`src/rtl/sub_ctrl_pkg.sv`:
```
// Shared definitions for the bit-serial subtractor: FSM state encoding,
// default operand width and the 1-bit subtract cell truth tables.
package sub_ctrl_pkg;

  localparam int unsigned DEFAULT_WIDTH = 8;

  typedef enum logic [1:0] {
    S_IDLE = 2'd0,
    S_RUN  = 2'd1,
    S_DONE = 2'd2
  } state_t;

  // Truth tables indexed by {a, b, bin}: bit i is the cell output for input i.
  localparam logic [7:0] CELL_D_TRUTH    = 8'h96;
  localparam logic [7:0] CELL_BOUT_TRUTH = 8'h8E;

endpackage

```
`src/rtl/serial_subtractor_ctrl_if.sv`:
```
// Start/done handshake and operand/result bus of the bit-serial subtractor.
interface serial_subtractor_ctrl_if #(
  parameter int unsigned WIDTH = sub_ctrl_pkg::DEFAULT_WIDTH
);
  logic             start;
  logic [WIDTH-1:0] a;
  logic [WIDTH-1:0] b;
  logic             ready;
  logic             busy;
  logic             done;
  logic [WIDTH-1:0] diff;
  logic             borrow_out;

  modport master (
    output start, a, b,
    input  ready, busy, done, diff, borrow_out
  );

  modport slave (
    input  start, a, b,
    output ready, busy, done, diff, borrow_out
  );
endinterface

```
`src/rtl/full_subtractor_cell.sv`:
```
// One-bit full subtractor: d = a - b - bin, built from two half-subtract
// stages whose borrows are ORed.
module full_subtractor_cell (
  input  logic a,
  input  logic b,
  input  logic bin,
  output logic d,
  output logic bout
);
  logic d1;
  logic b1;
  logic b2;

  // First stage subtracts b from a, second subtracts the incoming borrow.
  always_comb begin
    d1   = a ^ b;
    b1   = ~a & b;
    d    = d1 ^ bin;
    b2   = ~d1 & bin;
    bout = b1 | b2;
  end
endmodule

```
`src/rtl/serial_subtractor_ctrl.sv`:
```
// Bit-serial unsigned subtractor: diff = a - b computed LSB-first over WIDTH
// cycles through a single full_subtractor_cell and a registered borrow.
module serial_subtractor_ctrl
  import sub_ctrl_pkg::*;
#(
  parameter int unsigned WIDTH = DEFAULT_WIDTH
) (
  input logic                   clk,
  input logic                   rst_n,
  serial_subtractor_ctrl_if.slave bus
);
  localparam int unsigned      CNT_W = $clog2(WIDTH);
  localparam logic [CNT_W-1:0] LAST  = CNT_W'(WIDTH - 1);

  state_t           state;
  state_t           state_nx;
  logic [CNT_W-1:0] count;
  logic [WIDTH-1:0] sa;
  logic [WIDTH-1:0] sb;
  logic [WIDTH-1:0] result;
  logic [WIDTH-1:0] result_nx;
  logic [WIDTH-1:0] diff_q;
  logic             borrow;
  logic             borrow_q;
  logic             cell_d;
  logic             cell_bout;
  logic             accept;
  logic             last;
  logic             ready;
  logic             busy;
  logic             done;

  full_subtractor_cell u_cell (
    .a    (sa[0]),
    .b    (sb[0]),
    .bin  (borrow),
    .d    (cell_d),
    .bout (cell_bout)
  );

  assign accept    = (state == S_IDLE) && bus.start;
  assign last      = (state == S_RUN) && (count == LAST);
  assign result_nx = {cell_d, result[WIDTH-1:1]};

  // State register.
  always_ff @(posedge clk or negedge rst_n) begin
    if (!rst_n) state <= S_IDLE;
    else        state <= state_nx;
  end

  // Next-state and handshake outputs; unknown encodings fall back to idle.
  always_comb begin
    state_nx = state;
    ready    = 1'b0;
    busy     = 1'b0;
    done     = 1'b0;
    case (state)
      S_IDLE: begin
        ready = 1'b1;
        if (bus.start) state_nx = S_RUN;
      end
      S_RUN: begin
        busy = 1'b1;
        if (count == LAST) state_nx = S_DONE;
      end
      S_DONE: begin
        done     = 1'b1;
        state_nx = S_IDLE;
      end
      default: state_nx = S_IDLE;
    endcase
  end

  // Operand shift registers, borrow chain, bit counter and partial result.
  always_ff @(posedge clk or negedge rst_n) begin
    if (!rst_n) begin
      sa     <= '0;
      sb     <= '0;
      result <= '0;
      borrow <= 1'b0;
      count  <= '0;
    end else if (accept) begin
      sa     <= bus.a;
      sb     <= bus.b;
      result <= '0;
      borrow <= 1'b0;
      count  <= '0;
    end else if (state == S_RUN) begin
      sa     <= sa >> 1;
      sb     <= sb >> 1;
      result <= result_nx;
      borrow <= cell_bout;
      // Counter holds on the last bit so it never wraps.
      if (!last) count <= count + 1'b1;
    end
  end

  // Published result, updated only on the final bit of an operation.
  always_ff @(posedge clk or negedge rst_n) begin
    if (!rst_n) begin
      diff_q   <= '0;
      borrow_q <= 1'b0;
    end else if (last) begin
      diff_q   <= result_nx;
      borrow_q <= cell_bout;
    end
  end

  assign bus.ready      = ready;
  assign bus.busy       = busy;
  assign bus.done       = done;
  assign bus.diff       = diff_q;
  assign bus.borrow_out = borrow_q;
endmodule

```
`src/flat_wrapper.sv`:
```
// flat-port wrapper written by rule: the top's interface ports become plain ports
module serial_subtractor_ctrl_flat import sub_ctrl_pkg::*;
#(
  parameter int unsigned WIDTH = DEFAULT_WIDTH
)
  (clk, rst_n, bus_start, bus_a, bus_b, bus_ready, bus_busy, bus_done, bus_diff, bus_borrow_out);
  serial_subtractor_ctrl_if #(.WIDTH(WIDTH)) bus_i ();
  input logic clk;
  input logic rst_n;
  input wire logic [$bits(bus_i.start)-1:0] bus_start;
  input wire logic [$bits(bus_i.a)-1:0] bus_a;
  input wire logic [$bits(bus_i.b)-1:0] bus_b;
  output wire logic [$bits(bus_i.ready)-1:0] bus_ready;
  output wire logic [$bits(bus_i.busy)-1:0] bus_busy;
  output wire logic [$bits(bus_i.done)-1:0] bus_done;
  output wire logic [$bits(bus_i.diff)-1:0] bus_diff;
  output wire logic [$bits(bus_i.borrow_out)-1:0] bus_borrow_out;
  assign bus_i.start = bus_start;
  assign bus_i.a = bus_a;
  assign bus_i.b = bus_b;
  assign bus_ready = bus_i.ready;
  assign bus_busy = bus_i.busy;
  assign bus_done = bus_i.done;
  assign bus_diff = bus_i.diff;
  assign bus_borrow_out = bus_i.borrow_out;
  serial_subtractor_ctrl #(.WIDTH(WIDTH)) u_core (.clk(clk), .rst_n(rst_n), .bus(bus_i));
endmodule
```
`config.mk`:
```
export PLATFORM = sky130hd
export DESIGN_NAME = serial_subtractor_ctrl_flat
export DESIGN_NICKNAME = d
export VERILOG_FILES = /design/src/rtl/sub_ctrl_pkg.sv /design/src/rtl/serial_subtractor_ctrl_if.sv /design/src/rtl/full_subtractor_cell.sv /design/src/rtl/serial_subtractor_ctrl.sv /design/src/flat_wrapper.sv
export SDC_FILE = /design/constraint.sdc
export NUM_CORES = 1
export LEC_CHECK = 0
export BUFFER_PORTS_ARGS = -buffer_cell sky130_fd_sc_hd__buf_2
export CAP_MARGIN = 5
export CORE_MARGIN = 2
export CORE_UTILIZATION = 56
export DETAILED_ROUTE_END_ITERATION = 10
export GPL_TIMING_DRIVEN = 0
export HOLD_SLACK_MARGIN = 0.06
export PLACE_DENSITY = 0.8
export REMOVE_ABC_BUFFERS = 1
export SLEW_MARGIN = 10
export SYNTH_ARGS = -nofsm -noshare
export SYNTH_HDL_FRONTEND = slang
export SYNTH_SLANG_ARGS = --single-unit
```
`constraint.sdc`:
```
create_clock -name clk -period 3 [get_ports clk]
set_clock_uncertainty 0.15 [all_clocks]
set_input_delay 0.3 -clock clk [delete_from_list [all_inputs] [get_ports clk]]
set_output_delay 0.3 -clock clk [all_outputs]
set_load 0.005 [all_outputs]
```
==> metrics.csv, run 1 <==
stage;metric;value;unit
setup_path;crit-path max cell delay;1.04;ns
setup_path;crit-path max FO;37;
timing;Final period util;0.8049;
setup_path;Reg2Reg Depth;3;
setup_path;worst path bufs/invs;2;
setup_path;critical path, cell by cell;nand2b_2 -> inv_2 -> buf_2;
timing;normalized max-slew margin;0.3089;
timing;Final Max Tran Viols;0;
synthesis;Post-synth EDFFs;0;
clock_tree;H-tree levels;2;
setup_path;critical path class;reg2out;
setup_path;Worst path depth;3;
synthesis;Synth Register Bits;38;
route;detailed-route via count;1244;
synthesis;most common cell in the netlist;dfrtp_1;
finish;FILL cells;259;
synthesis;largest cells by area after synthesis;dfrtp_1, nor3_1, mux2_1, a22o_1, nor2_1;
clock_tree;Post CTS Setup Buffer Count;0;
finish;Reg area;950.9;sq um
timing;Worst Tran Pin Value;1.037;ns
synthesis;post-synth top area cell;dfrtp_1;
floorplan;Core Area;2978;sq um
setup_path;CP required;2.55;ns
setup_path;CP Launch Type;flop;
setup_path;Top Family by Delay on Critical Path;flip-flops;
route;vias per std cell;5.733;
setup_path;Slowest-stage cell, CP;dfrtp_1;
place;placed wire-length estimate;2.116;mm
clock_tree;CTS Buf Count;5;
synthesis;Cell Area, Synth;1713;sq um
clock_tree;root buffer cell;clkbuf_4;
setup_path;Arr. time, crit path;1.96;ns
synthesis;post-synthesis sequential area ratio;0.5551;
worst_hold_path;HP Class;in2reg;
timing;Setup TNS Final;0;ns
timing;Final setup viols;0;
route;DRT antenna net count;0;
synthesis;area share of the largest cell type after synthesis;0.5551;
grt;number of global-route vias before repair;1255;
finish;Layout area overhead;11.03;%
grt;GRT overflow;0;
finish;layout cells sized above 1;0.2337;
timing;min cycle time layout;2.415;ns
grt;largest net degree at the start of global routing;39;
setup_path;Critical Path Sink Type;primary output;
floorplan;Die Wd;59.31;um
clock_tree;Worst-Skew Late Latency;0.34;ns
synthesis;Async SR Flop Fraction;1.000;
grt;first-pass GRT wire length;5.271;mm
route;drt drc;0;
grt;GRT Resource Usage Total;0.2031;
timing;final hold vios;0;
synthesis;Ys Warns;0;
timing;fmax;414.1;MHz
clock_tree;CTS tree;yes;
grt;antenna violations before repair;0;
run;max-cap violations;0;
route;wire per inst;14.22;um
route;final wirelength;3.086;mm
synthesis;top post-synthesis cells by count;dfrtp_1, nor3_1, nor2_1;
floorplan;Die Ht;59.31;um
worst_hold_path;worst hold path cell count;2;
run_status;outcome;completed;
floorplan;I/O Pins;31;
synthesis;Post-Synthesis Cells;156;
clock_tree;CTS clock-pin slew for the worst setup and hold paths;0.11;ns
clock_tree;clk sink count;38;
synthesis;Syn Area/Cell;10.98;sq um
synthesis;Primary FF master, synth;dfrtp_1;
floorplan;Cell Rows;20;
route;1st-pass router iterations;5;
finish;Multi-input gate area;660.6;sq um
place;input/output buffers;30;
power_and_ir_drop;Design Power;1.813;mW
power_and_ir_drop;Power Dens Cells;953.5;nW/um^2
floorplan;die footprint;3517;sq um
synthesis;Yosys cell types;32;
floorplan;Starting Density;0.5752;
timing;unrepaired setup endpoints after global routing;false;
power_and_ir_drop;Max VDD drop;0.0004214;V
clock_tree;clock tree buffer depth;2;
route;Detailed Route Iter0 Violations;40;
place;placer congestion estimate;0.7399;
finish;Antenna diodes;0;
power_and_ir_drop;leakage;0.9241;nW
finish;nets@finish;205;
==> path summary, 6_finish.rpt <==
check                                    from                  to  slack [ns]
setup reg to reg              u_core.state[1]        u_core.sb[0]        0.91
hold / removal                       bus_a[7]        u_core.sa[7]        0.08
hold reg to reg            u_core.bus.diff[3]  u_core.bus.diff[3]        0.34
max in group asynchronous               rst_n        u_core.sb[7]        1.76
setup / recovery              u_core.state[1]            bus_busy        0.59
min in group asynchronous               rst_n  u_core.bus.diff[3]        0.43
==> per-layer routing <==
| layer | track usage | vias up | part of all wire |
|---|---|---|---|
| met5 | 0 | - | 0 |
| met3 | 0.06987 | 5 | 0.047 |
| met1 | 0.2344 | 604 | 0.45 |
| li1 | - | 603 | - |
| met4 | 0.08766 | 0 | 0.018 |
| met2 | 0.3407 | 32 | 0.49 |
==> worst register-to-register path, cell delays in order (launching register included) <==
cell and delay (ns):
dfrtp_1 1.04, nand2b_2 0.33, inv_2 0.11, a221o_1 0.36
==> through the flow <==
stage | utilization | area (sq um) | std cells | hold slack, ns | setup slack [ns]
5_1_grt | 0.6387 | 1902 | 217 | 0.07116 | 0.4380
2_1_floorplan | - | 1630 | 144 | -0.1456 | 1.231
4_1_cts | 0.6387 | 1902 | 217 | 0.06943 | 0.5675
6_report | 0.6387 | 1902 | 217 | 0.08039 | 0.5852
3_3_place_gp | 0.6118 | 1822 | 207 | 0.2879 | 0.9632
3_5_place_dp | 0.6118 | 1822 | 207 | 0.2855 | 0.9062
==> layout make-up <==
cell class | count | area share
Clock inverter | 1 | 0.002632
Inverter | 5 | 0.009868
Tap cell | 33 | 0.02171
Sequential cell | 38 | 0.5000
Multi-Input combinational cell | 101 | 0.3474
Clock buffer | 7 | 0.02895
Timing Repair Buffer | 32 | 0.08947
==> kinds of logic (layout without fill, tap and decap cells) <==
family / Yosys count / after routing / synth area share
mux: 8 / 8 / 0.05260
flops: 38 / 38 / 0.5551
simple gates: 63 / 63 / 0.1899
compound gates: 27 / 27 / 0.1169
fa+ha+maj: 3 / 3 / 0.02629
buf+inv: 17 / 45 / 0.05915
==> timing repair <==
item / in CTS / in global routing
gates resized for setup: 0 / 0
hold endpoints to repair: 39 / 0
hold buffers: 2 / 0
==> power breakdown <==
group	switching, mW	internal [mW]	leakage (nW)
logic	0.314	0.317	0.417
clock network	0.159	0.114	0.0353
registers	0.170	0.739	0.472
total	0.643	1.17	0.924
==> flip-flops by register name (all words and copies together) (netlist names) <==
signal / count
u_core.bus.borrow_out: 1
u_core.result: 7
u_core.borrow: 1
u_core.sb: 8
u_core.bus.diff: 8
u_core.sa: 8
u_core.count: 3
u_core.state: 2
==> layout by cell type, fill, tap and decap left out, types with 2 or more instances in the layout <==
cell type	synthesis	routed
a21oi_1	3	3
a221o_1	3	3
a22o_1	7	7
buf_2	5	30
clkbuf_4	0	5
dfrtp_1	38	38
dlygate4sd3_1	0	2
ha_1	2	2
inv_1	4	4
mux2_1	7	7
nand2_1	8	8
nand2b_1	5	5
nor2_1	12	12
nor2b_1	2	2
nor3_1	30	30
nor3b_1	2	2
o21ai_0	8	8
Note: power is estimated with default switching activity, not from simulation.
==> run 2, diff against run 1 <==
ABC_AREA = 1   (was default)
CORE_UTILIZATION = 50   (was 56)
PLACE_DENSITY = 0.75   (was 0.8)
clock period = 1.95 ns   (was 3 ns; I/O delays follow)
==> metrics.csv, run 2 <==
stage;metric;value;unit
worst_hold_path;HP Class;in2reg;
floorplan;Starting Density;0.5193;
worst_hold_path;hold endpoint;u_core.sb[4];
floorplan;I/O Pins;31;
synthesis;Syn Area/Cell;8.386;sq um
setup_path;Critical Path Sink Type;primary output;
grt;first-pass GRT wire length;6.582;mm
route;final wirelength;3.570;mm
grt;antenna violations before repair;0;
floorplan;Die Ht;65.43;um
grt;GRT overflow;0;
setup_path;capturing point of the worst reg2reg path;u_core.sb[0];
worst_hold_path;worst hold path cell count;5;
finish;Final Util;0.6136;
route;DRT antenna net count;0;
route;detailed-route via count;1502;
timing;Final Max Tran Viols;0;
timing;fmax;574.7;MHz
run_status;outcome;completed;
setup_path;CP Launch Type;flop;
route;drt drc;0;
place;placed wire-length estimate;2.128;mm
synthesis;most common cell in the netlist;nand2_1;
place;placer congestion estimate;0.7416;
route;1st-pass router iterations;4;
power_and_ir_drop;Power Dens Cells;1420;nW/um^2
clock_tree;CTS tree;yes;
run;max-cap violations;0;
synthesis;post-synth top area cell;dfrtp_1;
synthesis;Synth Register Bits;38;
power_and_ir_drop;Max VDD drop;0.0007139;V
synthesis;Cell Area, Synth;1887;sq um
clock_tree;Post CTS Setup Buffer Count;0;
clock_tree;CTS Buf Count;5;
timing;min cycle time layout;1.740;ns
clock_tree;root buffer cell;clkbuf_8;
clock_tree;H-tree levels;2;
clock_tree;CTS clock-pin slew for the worst setup and hold paths;0.07;ns
clock_tree;clock tree buffer depth;2;
setup_path;Reg2Reg Depth;3;
synthesis;Post-synth EDFFs;0;
synthesis;post-synthesis sequential area ratio;0.5040;
timing;Setup TNS Final;0;ns
synthesis;Yosys cell types;24;
setup_path;crit-path max FO;17;
synthesis;Async SR Flop Fraction;1.000;
synthesis;top post-synthesis cells by count;nand2_1, dfrtp_1, nand3_1;
synthesis;area share of the largest cell type after synthesis;0.5040;
synthesis;Primary FF master, synth;dfrtp_1;
clock_tree;clk sink count;38;
route;wire per inst;11.30;um
synthesis;Ys Warns;0;
timing;unrepaired setup endpoints after global routing;false;
floorplan;die footprint;4281;sq um
timing;Final period util;0.8923;
clock_tree;Worst-Skew Late Latency;0.29;ns
setup_path;reg2reg start;u_core.state[0];
place;input/output buffers;30;
finish;most frequent cells in the layout;nand2_1, dfrtp_1, nand3_1;
setup_path;critical path class;reg2out;
synthesis;Post-Synthesis Cells;225;
finish;layout cells sized above 1;0.2015;
finish;commonest non-fill, non-tap cell in the layout;nand2_1;
finish;nets@finish;289;
floorplan;Core Area;3633;sq um
floorplan;Die Wd;65.43;um
route;Detailed Route Iter0 Violations;59;
power_and_ir_drop;leakage;1.267;nW
timing;normalized max-slew margin;0.4469;
worst_hold_path;Hold Startpoint;bus_b[4];
timing;Final setup viols;0;
setup_path;slack of the worst reg-to-reg path;0.30;ns
grt;GRT Resource Usage Total;0.2026;
route;vias per std cell;4.753;
setup_path;CP required;1.60;ns
grt;number of global-route vias before repair;1536;
finish;Antenna diodes;0;
timing;final hold vios;0;
timing;Worst Tran Pin Value;0.8296;ns
finish;Layout area overhead;18.17;%
synthesis;largest cells by area after synthesis;dfrtp_1, nand2_1, nand3_1, inv_1, buf_6;
grt;largest net degree at the start of global routing;39;
setup_path;Arr. time, crit path;1.39;ns
floorplan;Cell Rows;22;
[run 2: kinds of logic (layout without fill, tap and decap cells)]
family | Yosys count | after routing | synth area share
buffers and inverters | 30 | 73 | 0.09946
and+or+nand+nor | 152 | 152 | 0.3614
DFF | 38 | 38 | 0.5040
AOI/OAI and AO/OA | 2 | 2 | 0.01127
adders and majority gates | 3 | 3 | 0.02387
[run 2: worst max-delay path: stages (launching register included)]
cell     delay, ns
dfrtp_1       0.46
inv_4         0.21
nand2_4       0.09
inv_2         0.19
buf_2         0.15
[run 2: layer usage]
metal | GRT usage | vias up | part of all wire
li1 | - | 772 | -
met1 | 0.2335 | 685 | 0.43
met2 | 0.3533 | 39 | 0.50
met3 | 0.05822 | 6 | 0.045
met4 | 0.08073 | 0 | 0.017
met5 | 0 | - | 0
[run 2: area by class of cell]
class / count / area [sq um]
clock inverter: 1 / 5.005
clock buffer: 7 / 86.33
tap: 48 / 60.06
multi-input combinational: 157 / 748.2
inverter: 20 / 77.57
sequential: 38 / 952.2
fill: 343 / 1404
timing repair buffer: 45 / 300.3
[run 2: power by group]
part,switching [mW],internal (mW),leakage (nW)
clock network,0.268,0.285,0.0482
registers,0.281,1.16,0.479
logic,0.689,0.485,0.739
[run 2: worst max-delay path by stage]
stage / startpoint / end / slack, ns
2_1_floorplan: u_core.state[0] / u_core.bus.borrow_out / 0.43
3_3_place_gp: u_core.state[0] / u_core.sb[0] / 0.13
3_5_place_dp: u_core.state[0] / u_core.sb[0] / 0.16
4_1_cts: u_core.state[1] / bus_busy / 0.19
5_1_grt: u_core.state[1] / bus_busy / 0.11
6_report: u_core.state[1] / bus_busy / 0.21
[run 2: stage by stage]
step	power (mW)	hold slack (ns)	setup WS (ns)	instances	cell area [sq um]
6_report	3.167	0.06690	0.2101	316	2230
5_1_grt	3.488	0.09824	0.1135	316	2230
4_1_cts	3.202	0.06473	0.1925	316	2230
3_5_place_dp	2.613	0.1877	0.1609	293	1987
3_3_place_gp	2.567	0.1899	0.1294	293	1987
2_1_floorplan	2.249	-0.2506	0.4316	215	1777
[run 2: repair_timing]
| item | in CTS | in global routing |
|---|---|---|
| hold endpoints to repair | 52 | 0 |
| hold buffers | 15 | 0 |
| gates resized for setup | 1 | 0 |
| endpoints found under the setup margin | 1 | 0 |
==> run 3, diff against run 2 <==
clock period = 1.6 ns   (was 1.95 ns; I/O delays follow)
==> metrics.csv, run 3 (synthesized netlist as in run 2, its figures left out) <==
stage;metric;value;unit
finish;Reg area;955.9;sq um
route;DRT antenna net count;0;
finish;Antenna diodes;0;
power_and_ir_drop;Power Dens Cells;1751;nW/um^2
power_and_ir_drop;leakage;1.334;nW
timing;min cycle time layout;1.549;ns
clock_tree;clk sink count;38;
floorplan;I/O Pins;31;
finish;nets@finish;301;
power_and_ir_drop;sequential share of power;0.417;
clock_tree;CTS tree;yes;
floorplan;Die Wd;65.43;um
finish;post-route insts no fill;328;
clock_tree;CTS Buf Count;5;
setup_path;critical path, cell by cell;buf_12 -> nor2_8 -> buf_2;
timing;Final setup viols;0;
finish;Final Util;0.6501;
run_status;outcome;completed;
floorplan;Starting Density;0.5193;
setup_path;crit-path max cell delay;0.55;ns
setup_path;Critical Path Sink Type;primary output;
place;placer congestion estimate;0.7416;
setup_path;Critical Path End;bus_ready;
power_and_ir_drop;Sw Ratio;0.3867;
finish;layout cells sized above 1;0.2357;
route;wire per inst;11.89;um
setup_path;CP Launch Type;flop;
clock_tree;H-tree levels;2;
clock_tree;CTS clock-pin slew for the worst setup and hold paths;0.07;ns
finish;commonest non-fill, non-tap cell in the layout;nand2_1;
setup_path;reg2reg start;u_core.state[0];
place;Cells after DPL;293;
power_and_ir_drop;Pint;2.537;mW
clock_tree;Worst-Skew Late Latency;0.28;ns
route;vias per std cell;4.796;
power_and_ir_drop;Logic pwr share;0.420;
setup_path;Slowest-stage cell, CP;dfrtp_4;
setup_path;Arr. time, crit path;1.24;ns
route;Detailed Route Iter0 Violations;90;
setup_path;slack of the worst reg-to-reg path;0.09;ns
grt;GRT Resource Usage Total;0.2060;
route;final wirelength;3.900;mm
finish;post-route cell area;2362;sq um
floorplan;Core Area;3633;sq um
clock_tree;root buffer cell;clkbuf_8;
grt;first-pass GRT wire length;6.693;mm
finish;Layout area overhead;25.20;%
place;placed wire-length estimate;2.128;mm
setup_path;critical path class;reg2out;
floorplan;Cell Rows;22;
floorplan;die footprint;4281;sq um
grt;number of global-route vias before repair;1546;
place;Cell Area, Placed;1987;sq um
timing;Final Max Tran Viols;0;
timing;final hold vios;0;
worst_hold_path;HP Class;in2reg;
run;max-cap violations;0;
power_and_ir_drop;Psw;1.600;mW
timing;unrepaired setup endpoints after global routing;false;
finish;FILL cells;323;
finish;Multi-input gate area;762.0;sq um
setup_path;Reg2Reg Depth;6;
clock_tree;clock tree buffer depth;2;
route;detailed-route via count;1573;
timing;worst hold slack;0.1747;ns
place;input/output buffers;30;
power_and_ir_drop;Max VDD drop;0.0008867;V
power_and_ir_drop;Design Power;4.137;mW
timing;normalized max-slew margin;0.4426;
grt;antenna violations before repair;0;
route;1st-pass router iterations;4;
route;drt drc;0;
timing;fmax;645.4;MHz
setup_path;CP required;1.29;ns
setup_path;CP startpoint;u_core.state[0];
grt;largest net degree at the start of global routing;39;
grt;GRT overflow;0;
setup_path;capturing point of the worst reg2reg path;u_core.count[0];
timing;Worst Tran Pin Value;0.8360;ns
timing;Final period util;0.9684;
finish;most frequent cells in the layout;nand2_1, dfrtp_1, nand3_1;
floorplan;Die Ht;65.43;um
power_and_ir_drop;proportion of power drawn by the clock network;0.163;
setup_path;crit-path max FO;8;
run 3: layout make-up:
cell class,count,share of cell area
Clock buffer,7,0.03655
Clock inverter,1,0.002119
Inverter,20,0.03390
Multi-Input combinational cell,158,0.3226
Sequential cell,38,0.4047
Tap cell,48,0.02542
Timing Repair Buffer,56,0.1748
run 3: how the worst min path moves through the flow:
stage	startpoint	end	slack, ns	cells after the start
final	bus_start	u_core.sb[7]	0.17	3
after global routing	bus_start	u_core.sb[7]	0.21	3
after CTS	bus_start	u_core.sb[7]	0.15	3
after detailed placement	rst_n	u_core.bus.diff[2]	0.15	1
after global placement	rst_n	u_core.bus.diff[0]	0.15	1
after floorplan	rst_n	u_core.borrow	-0.29	0
run 3: critical path: cells and delay by family (launching register included):
family,cells,cell delay (ns)
buffers and inverters,2,0.29
flip-flops,1,0.55
AND/OR/NAND/NOR,1,0.11
run 3: power groups by stage:
stage,clock (mW),sequential (mW),combinational (mW)
after floorplan,0,1.72,1.02
after global placement,0,1.75,1.38
after detailed placement,0,1.77,1.42
after CTS,0.692,1.76,1.55
after global routing,0.741,1.79,2.00
final,0.675,1.72,1.74
run 3: what timing repair did:
| item | in CTS | in global routing |
|---|---|---|
| setup buffers | 4 | 5 |
| pin swaps | 3 | 1 |
| hold endpoints to repair | 54 | 0 |
| hold buffers | 17 | 0 |
| endpoints found under the setup margin | 39 | 29 |
| cloned | 0 | 1 |
| resized for setup | 4 | 2 |
run 3: stage by stage:
step | setup WS (ns) | setup TNS, ns
global route | 0.005096 | 0
CTS | -0.02351 | -0.08997
floorplan | 0.08157 | 0
finish | 0.05054 | 0
global placement | -0.2206 | -6.134
detailed placement | -0.1891 | -5.125
run 3: metal layers:
metal  routed length [um]  track usage  vias up  part of all wire
met3                  190      0.05822        5             0.049
met2                 2074       0.3597       47              0.53
met5                    0            0        -                 0
met1                 1587       0.2402      720              0.41
met4                   47      0.07552        0             0.012
li1                     -            -      801                 -
